**src/rtl/mem_port_arbiter.sv**
```systemverilog
// Shared instruction/data memory port arbiter with RW/MOC handshake.
// Optional MOC watchdog: define MEM_TIMEOUT_EN.
module mem_port_arbiter #(
  parameter int DATA_PRIORITY  = 1,
  parameter int TIMEOUT_CYCLES = 16
) (
  input  logic        clk,
  input  logic        reset,
  input  logic        if_req,
  input  logic [31:0] if_addr,
  output logic        if_ack,
  output logic [31:0] if_rdata,
  input  logic        d_req,
  input  logic        d_rw,
  input  logic        d_size,
  input  logic [31:0] d_addr,
  input  logic [31:0] d_wdata,
  output logic        d_ack,
  output logic [31:0] d_rdata,
  output logic        mem_en,
  output logic        mem_rw,
  output logic        mem_size,
  output logic [31:0] mem_addr,
  output logic [31:0] mem_wdata,
  input  logic [31:0] mem_rdata,
  input  logic        mem_moc,
  output logic        busy,
  output logic        grant_d,
  output logic        err
);

  typedef enum logic [1:0] {
    IDLE,
    ACCESS,
    RESP
  } state_t;

  localparam logic DP = (DATA_PRIORITY != 0);

  state_t state, state_nx;

  logic        en_nx;
  logic        rw_nx;
  logic        size_nx;
  logic [31:0] addr_nx;
  logic [31:0] wdata_nx;
  logic        gd_nx;
  logic        if_ack_nx;
  logic        d_ack_nx;
  logic [31:0] if_rdata_nx;
  logic [31:0] d_rdata_nx;
  logic        busy_nx;
  logic        take_d;
  logic        take_f;

`ifdef MEM_TIMEOUT_EN
  localparam int CW = $clog2(TIMEOUT_CYCLES + 1);
  localparam logic [CW-1:0] LAST = CW'(TIMEOUT_CYCLES - 1);
  logic [CW-1:0] cnt, cnt_nx;
  logic          err_nx;
`else
  localparam int unused_timeout = TIMEOUT_CYCLES;
  assign err = 1'b0;
`endif

  logic unused_bits;
  assign unused_bits = ^if_addr[1:0];

  // tie-break: data wins under priority mode, else the port not served last
  assign take_d = d_req & (~if_req | DP | ~grant_d);
  assign take_f = if_req & ~take_d;

  // next-state and next-output decode
  always_comb begin
    state_nx    = state;
    en_nx       = mem_en;
    rw_nx       = mem_rw;
    size_nx     = mem_size;
    addr_nx     = mem_addr;
    wdata_nx    = mem_wdata;
    gd_nx       = grant_d;
    if_ack_nx   = 1'b0;
    d_ack_nx    = 1'b0;
    if_rdata_nx = if_rdata;
    d_rdata_nx  = d_rdata;
`ifdef MEM_TIMEOUT_EN
    cnt_nx      = cnt;
    err_nx      = 1'b0;
`endif
    unique case (state)
      IDLE: begin
        unique case (1'b1)
          take_d: begin
            state_nx = ACCESS;
            en_nx    = 1'b1;
            gd_nx    = 1'b1;
            rw_nx    = d_rw;
            size_nx  = d_size;
            wdata_nx = d_wdata;
            addr_nx  = d_size ? d_addr
                              : {d_addr[31:2], 2'b00};
`ifdef MEM_TIMEOUT_EN
            cnt_nx   = '0;
`endif
          end
          take_f: begin
            state_nx = ACCESS;
            en_nx    = 1'b1;
            gd_nx    = 1'b0;
            rw_nx    = 1'b1;
            size_nx  = 1'b0;
            wdata_nx = 32'h0;
            addr_nx  = {if_addr[31:2], 2'b00};
`ifdef MEM_TIMEOUT_EN
            cnt_nx   = '0;
`endif
          end
          default: ;
        endcase
      end
      ACCESS: begin
        if (mem_moc) begin
          state_nx  = RESP;
          en_nx     = 1'b0;
          d_ack_nx  = grant_d;
          if_ack_nx = ~grant_d;
          if (mem_rw) begin
            if (grant_d) d_rdata_nx = mem_rdata;
            else         if_rdata_nx = mem_rdata;
          end
`ifdef MEM_TIMEOUT_EN
        end else if (cnt == LAST) begin
          state_nx  = RESP;
          en_nx     = 1'b0;
          d_ack_nx  = grant_d;
          if_ack_nx = ~grant_d;
          err_nx    = 1'b1;
        end else begin
          cnt_nx = cnt + 1'b1;
`endif
        end
      end
      RESP: state_nx = IDLE;
      default: state_nx = IDLE;
    endcase
    busy_nx = (state_nx != IDLE);
  end

  // state register
  always_ff @(posedge clk or negedge reset) begin
    if (!reset) state <= IDLE;
    else        state <= state_nx;
  end

  // registered outputs
  always_ff @(posedge clk or negedge reset) begin
    if (!reset) begin
      mem_en    <= 1'b0;
      mem_rw    <= 1'b0;
      mem_size  <= 1'b0;
      mem_addr  <= 32'h0;
      mem_wdata <= 32'h0;
      grant_d   <= 1'b0;
      if_ack    <= 1'b0;
      d_ack     <= 1'b0;
      if_rdata  <= 32'h0;
      d_rdata   <= 32'h0;
      busy      <= 1'b0;
    end else begin
      mem_en    <= en_nx;
      mem_rw    <= rw_nx;
      mem_size  <= size_nx;
      mem_addr  <= addr_nx;
      mem_wdata <= wdata_nx;
      grant_d   <= gd_nx;
      if_ack    <= if_ack_nx;
      d_ack     <= d_ack_nx;
      if_rdata  <= if_rdata_nx;
      d_rdata   <= d_rdata_nx;
      busy      <= busy_nx;
    end
  end

`ifdef MEM_TIMEOUT_EN
  // watchdog counter and error pulse
  always_ff @(posedge clk or negedge reset) begin
    if (!reset) begin
      cnt <= '0;
      err <= 1'b0;
    end else begin
      cnt <= cnt_nx;
      err <= err_nx;
    end
  end
`endif

endmodule

```
**config.mk**
```make
export PLATFORM = sky130hd
export DESIGN_NAME = mem_port_arbiter
export DESIGN_NICKNAME = d
export VERILOG_FILES = /design/src/rtl/mem_port_arbiter.sv
export SDC_FILE = /design/constraint.sdc
export NUM_CORES = 1
export LEC_CHECK = 0
export ABC_AREA = 1
export BUFFER_PORTS_ARGS = -buffer_cell sky130_fd_sc_hd__buf_2
export CAP_MARGIN = 20
export CORE_MARGIN = 10
export CORE_UTILIZATION = 25
export DETAILED_ROUTE_END_ITERATION = 16
export PLACE_DENSITY_LB_ADDON = 0.05
export SLEW_MARGIN = 20
export SYNTH_ARGS = -nofsm -noshare
export SYNTH_HDL_FRONTEND = slang
export SYNTH_SLANG_ARGS = --single-unit
```
**constraint.sdc**
```tcl
create_clock -name clk -period 1.65 [get_ports clk]
set_clock_uncertainty 0.1 [all_clocks]
set_input_delay 0.4125 -clock clk [delete_from_list [all_inputs] [get_ports clk]]
set_output_delay 0.4125 -clock clk [all_outputs]
set_load 0.01 [all_outputs]
```
Word-level counts from Yosys, hierarchy flattened
Cells that the tools add are included.
{ "word_totals": {"register_bits": 137, "out_inout_bits": 136, "wordCells": 43} }
{ "classes": {"eq_ne": 3, "muxes": 16, "bitwise_logic": 3, "reduce_logical": 9} }
{ "op_table": {"columns": ["op", "n"], "rows": [
  ["32-bit one-hot mux with 2 select lines", 2],
  ["1-bit one-hot mux with 2 select lines", 4],
  ["4-bit AND reduction", 2],
  ["1-bit two-way mux", 6],
  ["2-bit two-way mux", 3],
  ["2-bit nonzero test", 3],
  ["2-bit != test (second input constant)", 2],
  ["2-bit one-hot mux with 2 select lines", 1],
  ["3-bit AND reduction", 1],
  ["2-bit by 1-bit == test with 1-bit output (second input constant)", 1],
  ["2-bit logical NOT", 1],
  ["1-bit inverter", 2],
  ["2-bit AND reduction", 1],
  ["2-bit OR reduction", 1],
  ["1-bit AND", 1]
]} }

Logic depth before layout (Yosys ltp)
Gate-level depths: netlist (run 1).
{ "logic_depth": {"depth_word": 6, "mapped_depth": 7, "depth_no_buf": 6} }

Least setup slack after synthesis (run 1)
Ideal clock, no wire load.
{ "synth_timing": {"path_kind": "input -> register", "from": "input if_req", "to": "register state[0]", "arrival_time_ps": 1090, "required_time_ps": 1424, "slack_ps": 334, "stages": 5, "n_path_buf": 3, "cell_sequence": "buf_2 -> o21ai_2 -> buf_4 -> buf_6 -> o21ai_0"} }
{ "synth_via": {"elab_chain_cells": 4} }
{ "synth_lines": {"columns": ["element", "line", "source"], "rows": [
  ["start: declaration", "9", "input logic if_req,"],
  ["1-bit AND", "71", "assign take_f = if_req & ~take_d;"],
  ["2-bit OR reduction (no source line)", null, null],
  ["2-bit two-way mux", "92", "unique case (1'b1)"],
  ["2-bit one-hot mux with 2 select lines", "90", "unique case (state)"],
  ["named net state_nx[0]", "40", "state_t state, state_nx;"],
  ["end signal: assignment", "152", "else state <= state_nx;"],
  ["end: declaration", "40", null]
]} }
The timed path passes the listed nets, and every way through them passes these cells.
A chain may end at the register's enable or synchronous reset.

Worst setup path in the final report (run 1)
{ "layout_timing": {"from": "register grant_d", "to": "output grant_d"} }
{ "layout_rtl": {"columns": ["element", "line", "source"], "rows": [
  ["start: declaration", "28", "output logic grant_d,"],
  ["start signal: assignment", "175", "grant_d <= gd_nx;"]
]} }
No word-level cell between the ends.

==> key figures, run 1 <==
Yosys
  • Netlist Area Pre-Place: 0.00565 sq mm
  • Syn Inst Count: 687
  • Sequential element share of the synthesized area: 60.6%
  • Mapped Nets: 822
  • Yosys top cell area share: 60.6%
  • Yosys reg bits: 137
  • Top post-synthesis cells by area: dfrtp_1 61%, nand2_1 28%, nand3_1 5.9%
  • Area leader, netlist: dfrtp_1
  • Count of different cell masters after synthesis: 16
  • Syn avg cell area: 8.23 sq um
  • Warnings, synthesis: 0

Clocking
  • Post_cts resized: 0
  • Clock edge transition at the registers on the reported setup and hold paths: 0.06 ns
  • H-tree level count: 4
  • CTS tree: yes
  • Setup bufs post-CTS: 0
  • Worst-case clock buffer depth: 2
  • Clock insertion delay at the later pin of the skew report: 0.41 ns
  • Inserted Clock Buffers: 17
  • CTS root buffer: clkbuf_16
  • Clk sinks: 137

Die
  • Row cnt: 54
  • Die width: 170 um
  • Die span in y: 170 um
  • Starting Density: 25.7%
  • Core area: 0.0220 sq mm
  • I/O pin count: 271
  • Full die area: 0.0290 sq mm

Timing
  • Max Fclk: 0.648 GHz
  • Slew Viols, Final: 0
  • Sum of negative setup slack: 0 ns
  • Hold WS: 0.0891 ns
  • Setup violations, final: 0
  • Crit share post-route: 93.5%
  • Final hold violations: 0
  • RSZ-0062 raised after global routing: false
  • Tmin final: 1.54 ns

Run
  • Number of max-cap violations: 0

Routing
  • Routed WL: 20.4 mm
  • Initial detailed-routing violation count: 294
  • DR vias/cell: 4.20
  • 1st-pass router iterations: 4
  • Wire per inst: 16.3 um
  • # DRC: 0
  • Vias: 5,254
  • Post-DRT Antenna Nets: 0

Finish
  • Fin nets: 1,091
  • Most frequent cells in the layout: 422 x nand2_1, 266 x buf_2, 137 x dfrtp_1, 67 x nand3_1, 17 x clkbuf_16
  • Most common cell after layout, fill and taps aside: nand2_1
  • Final instance area: 0.00808 sq mm
  • Area Overhead vs Synth: 43.0%
  • Share of post-route cells with drive strength above 1: 34.0%
  • Final core occ: 36.7%

Place
  • Placer Congestion: 0.739
  • Dpl cell area: 0.00744 sq mm
  • Post-DP HPWL: 15.0 mm
  • Port bufs: 267

Critical path
  • Worst path slowest cell: dfrtp_1
  • Worst r2r src: state[1]
  • Max incr delay on CP: 0.43 ns
  • Worst Path Arrival: 1.03 ns
  • WS Path Type: register to primary output
  • Crit Path Max Fanout: 6
  • Delay-heaviest family, CP: flip-flops
  • Reg2reg end: mem_addr[30]
  • Worst endpoint required time: 1.14 ns
  • CP startpoint kind: register
  • WP buf/inv: 1
  • Worst-path cell chain: buf_2
  • Setup crit end kind: primary output
  • R2R setup slack: 0.31 ns
  • R2R cell count: 5

Min path
  • Worst hold path cell count: 3
  • Hold Path Class: input port to register
  • HP Start: d_wdata[22]
  • Worst Hold Endpoint: mem_wdata[22]

GRT
  • Largest net degree at the start of global routing: 50
  • Antenna violations before repair: 3
  • Total gr overflow: 0
  • GRT Util Overall: 14.0%
  • Vias in the first global route: 5,445
  • First-pass GRT wire length: 31.8 mm

Power and ir drop
  • PD cells: 1930 mW/mm^2
  • Leakage power: 4.76 nW
  • Max VDD drop: 0.635 mV

Outcome
  • Status: completed
timing repair:
action | in CTS | in global routing
hold buffers | 1 | 0
endpoints found under the hold margin | 18 | 0
setup endpoints to repair | 0 | 0
cells in the mapped netlist:
| cell | number |
|---|---|
| buf_1 | 3 |
| buf_2 | 26 |
| buf_4 | 2 |
| buf_6 | 2 |
| clkbuf_1 | 6 |
| conb_1 | 1 |
| dfrtp_1 | 137 |
| inv_1 | 2 |
| inv_2 | 4 |
| nand2_1 | 422 |
| nand3_1 | 67 |
| nor2_1 | 8 |
| nor2_2 | 3 |
| nor2_4 | 1 |
| o21ai_0 | 2 |
| o21ai_2 | 1 |
flip-flops by register name (all words and copies together), names as in the netlist:
name	count
if_rdata	32
mem_wdata	32
grant_d	1
mem_en	1
mem_size	1
mem_rw	1
state	2
d_rdata	32
mem_addr	32
busy	1
d_ack	1
if_ack	1
how the worst max path moves through the flow:
stage          startpoint          end  cells after the start
3_3_place_gp        d_req  mem_addr[1]                      7
4_1_cts           grant_d      grant_d                      1
3_5_place_dp        d_req  mem_addr[1]                      7
2_1_floorplan      if_req     state[0]                      5
6_report          grant_d      grant_d                      1
5_1_grt           grant_d      grant_d                      1
report_power, final:
part | switching (mW) | leakage [nW] | internal, mW
sequential | 0.789 | 1.73 | 4.89
combinational | 3.59 | 2.73 | 2.20
clock | 1.54 | 0.305 | 2.59
logic make-up after synthesis:
kind of cell           count (synthesis)  share of synthesized area [%]
AOI/OAI and AO/OA                      3                          0.332
buffers and inverters                 45                           3.96
and+or+nand+nor                      501                           35.0
DFF                                  137                           60.6
other                                  1                         0.0663
per-stage QoR:
step | setup WS (ns) | power [mW] | std cells
3_5_place_dp | 0.176 | 11.7 | 1216
4_1_cts | 0.0665 | 16.0 | 1249
3_3_place_gp | 0.186 | 11.8 | 1216
2_1_floorplan | 0.334 | 8.70 | 687
6_report | 0.108 | 15.6 | 1250
5_1_grt | 0.0308 | 16.9 | 1249
metal layers:
layer / track usage [%] / vias to the layer above / wire, um
li1: - / 2660 / -
met1: 17.2 / 2406 / 9030
met5: 0 / - / 41
met3: 6.59 / 18 / 1850
met4: 2.97 / 6 / 168
met2: 21.9 / 164 / 9320
area by class of cell:
cell class	count	area, sq um
fill	2392	13900
antenna	1	2.50
tap	280	350
sequential	137	3430
timing repair buffer	289	1640
multi-input combinational	505	2010
clock inverter	13	189
inverter	6	22.5
clock buffer	19	443
No activity file was read; power rests on OpenSTA's default activity.
==> inputs of run 2 (changes only) <==
Settings changed: CTS_CLUSTER_DIAMETER from default to 40, REMOVE_ABC_BUFFERS from default to 1.
==> run 2 against run 1 <==
Compared with the run above: hold slack better by 0.0048 ns; final area down 0.20%; routed wire length up 0.59%; critical path type unchanged; critical endpoint unchanged.
==> key figures, run 2 (same netlist as run 1, synthesis figures left out) <==
Critical path
  • Setup crit end kind: primary output (unchanged)
  • Worst path slowest cell: dfrtp_1 (unchanged)
  • CP startpoint kind: register (unchanged)
  • R2R setup slack: 0.26 ns (was 0.31 ns)
  • Reg2reg end: if_rdata[7] (was mem_addr[30])
  • Worst-path cell chain: buf_2 (unchanged)
  • Crit Path Max Fanout: 6 (unchanged)
  • R2R cell count: 6 (was 5)
  • Worst r2r src: state[1] (unchanged)
  • Max incr delay on CP: 0.46 ns (was 0.43 ns)
  • Delay-heaviest family, CP: flip-flops (unchanged)
  • Worst Path Arrival: 1.05 ns (was 1.03 ns)
  • WP buf/inv: 1 (unchanged)
  • WS Path Type: register to primary output (unchanged)
  • Worst endpoint required time: 1.14 ns (about the same)

Routing
  • Initial detailed-routing violation count: 311 (was 294)
  • Post-DRT Antenna Nets: 0 (unchanged)
  • # DRC: 0 (unchanged)
  • Vias: 5,229 (was 5,254)
  • 1st-pass router iterations: 4 (unchanged)
  • DR vias/cell: 4.18 (was 4.20)
  • Routed WL: 20.5 mm (was 20.4 mm)
  • Wire per inst: 16.4 um (was 16.3 um)

Place
  • Pre-CTS setup slack: 0.111 ns (was 0.176 ns)
  • DP Cell Count: 1,218 (was 1,216)
  • Post-DP HPWL: 15.3 mm (was 15.0 mm)
  • Placer Congestion: 0.775 (was 0.739)
  • Port bufs: 267 (unchanged)

GRT
  • Total gr overflow: 0 (unchanged)
  • First-pass GRT wire length: 31.8 mm (about the same)
  • GRT Util Overall: 14.0% (about the same)
  • Antenna violations before repair: 6 (was 3)
  • Vias in the first global route: 5,433 (was 5,445)
  • Largest net degree at the start of global routing: 47 (was 50)

Timing
  • Tmin final: 1.56 ns (was 1.54 ns)
  • Slew Viols, Final: 0 (unchanged)
  • Post-route setup slack: 0.0885 ns (was 0.108 ns)
  • Sum of negative setup slack: 0 ns (unchanged)
  • RSZ-0062 raised after global routing: false (unchanged)
  • Max Fclk: 0.640 GHz (was 0.648 GHz)
  • Final hold violations: 0 (unchanged)
  • Setup violations, final: 0 (unchanged)
  • Hold WS: 0.0940 ns (was 0.0891 ns)
  • Crit share post-route: 94.6% (was 93.5%)

Outcome
  • Status: completed (unchanged)

Run
  • Number of max-cap violations: 0 (unchanged)

Power and ir drop
  • PD cells: 1910 mW/mm^2 (was 1930 mW/mm^2)
  • Max VDD drop: 0.607 mV (was 0.635 mV)
  • Leakage power: 4.75 nW (was 4.76 nW)
  • Final Total Pwr: 15.4 mW (was 15.6 mW)

Finish
  • FILL cells: 2,361 (was 2,392)
  • Most frequent cells in the layout: 422 x nand2_1, 266 x buf_2, 137 x dfrtp_1, 67 x nand3_1, 17 x clkbuf_16 (unchanged)
  • Fin nets: 1,093 (was 1,091)
  • Most common cell after layout, fill and taps aside: nand2_1 (unchanged)
  • Area of the multi-input gates: 0.00201 sq mm (unchanged)
  • Register area: 0.00343 sq mm (unchanged)
  • Area Overhead vs Synth: 42.7% (was 43.0%)
  • Share of post-route cells with drive strength above 1: 34.1% (was 34.0%)
  • Final cell count without fillers: 1,252 (was 1,250)

Clocking
  • Inserted Clock Buffers: 17 (unchanged)
  • CTS root buffer: clkbuf_16 (unchanged)
  • Clock edge transition at the registers on the reported setup and hold paths: 0.07 ns (was 0.06 ns)
  • H-tree level count: 4 (unchanged)
  • Clk sinks: 137 (unchanged)
  • Post_cts resized: 0 (unchanged)
  • Worst-case clock buffer depth: 2 (unchanged)
  • Clock insertion delay at the later pin of the skew report: 0.40 ns (was 0.41 ns)
  • CTS tree: yes (unchanged)

Die
  • Core area: 0.0220 sq mm (unchanged)
  • Row cnt: 54 (unchanged)
  • I/O pin count: 271 (unchanged)
  • Die span in y: 170 um (unchanged)
  • Die width: 170 um (unchanged)
  • Full die area: 0.0290 sq mm (unchanged)
  • Starting Density: 25.7% (unchanged)

Min path
  • HP Start: d_wdata[16] (was d_wdata[22])
  • Worst Hold Endpoint: mem_wdata[16] (was mem_wdata[22])
  • Hold Path Class: input port to register (unchanged)
  • Worst hold path cell count: 3 (unchanged)
==> run 2: cell count changes in the layout (fill, tap and decap cells not counted), sizes merged <==
cell,previous run,this run
inv,10,11
clkbuf,19,17
diode,1,3
clkinv,3,4
buf,288,290
bufinv,4,2
==> run 2: layer usage <==
| metal | wire length [um] | share of wire, % | GRT usage, % |
|---|---|---|---|
| met1 | 9190 | 45 | 17.6 |
| met2 | 8860 | 43 | 20.7 |
| met5 | 23 | 0.11 | 0 |
| met4 | 191 | 0.93 | 3.43 |
| met3 | 2260 | 11 | 7.45 |
==> run 2: worst max path at each step <==
stage	startpoint	to	slack (ns)	cells past startpoint
final	grant_d	grant_d	0.09	1
after global routing	grant_d	grant_d	0.007	1
after CTS	grant_d	grant_d	0.05	1
after detailed placement	if_req	mem_addr[13]	0.11	6
after global placement	if_req	mem_addr[4]	0.11	6
after floorplan	if_req	state[0]	-0.56	2
==> run 2: cell type report <==
cell class	instances	share of cell area (%)
Clock buffer	17	5.27
Inverter	6	0.279
Timing Repair Buffer	291	20.8
Tap cell	280	4.34
Sequential cell	137	42.5
Clock inverter	13	1.80
Multi-Input combinational cell	505	24.9
Antenna cell	3	0.0931
==> run 2: power breakdown <==
group	leakage, nW	internal, mW	switching, mW
clock	0.278	2.23	1.53
sequential	1.73	4.89	0.821
combinational	2.75	2.28	3.62
==> run 2: metrics by stage <==
| step | utilization, % | cell area (sq um) |
|---|---|---|
| after floorplan | - | 5450 |
| after global placement | 34.0 | 7480 |
| after detailed placement | 34.0 | 7480 |
| after CTS | 36.6 | 8060 |
| after global routing | 36.6 | 8060 |
| final | 36.6 | 8070 |
==> run 2: what timing repair did <==
action / 4_1_cts / 5_1_grt
setup endpoints to repair: 0 / 0
hold buffers: 1 / 0
endpoints found under the hold margin: 18 / 0
buffers inserted: 0 / 0
==> run 2: worst register-to-register path: stages (launching register included) <==
cell,delay [ns]
dfrtp_1,0.40
inv_2,0.07
nand2_1,0.10
nor2_2,0.24
buf_12,0.22
nand3_1,0.11
nand2_1,0.08
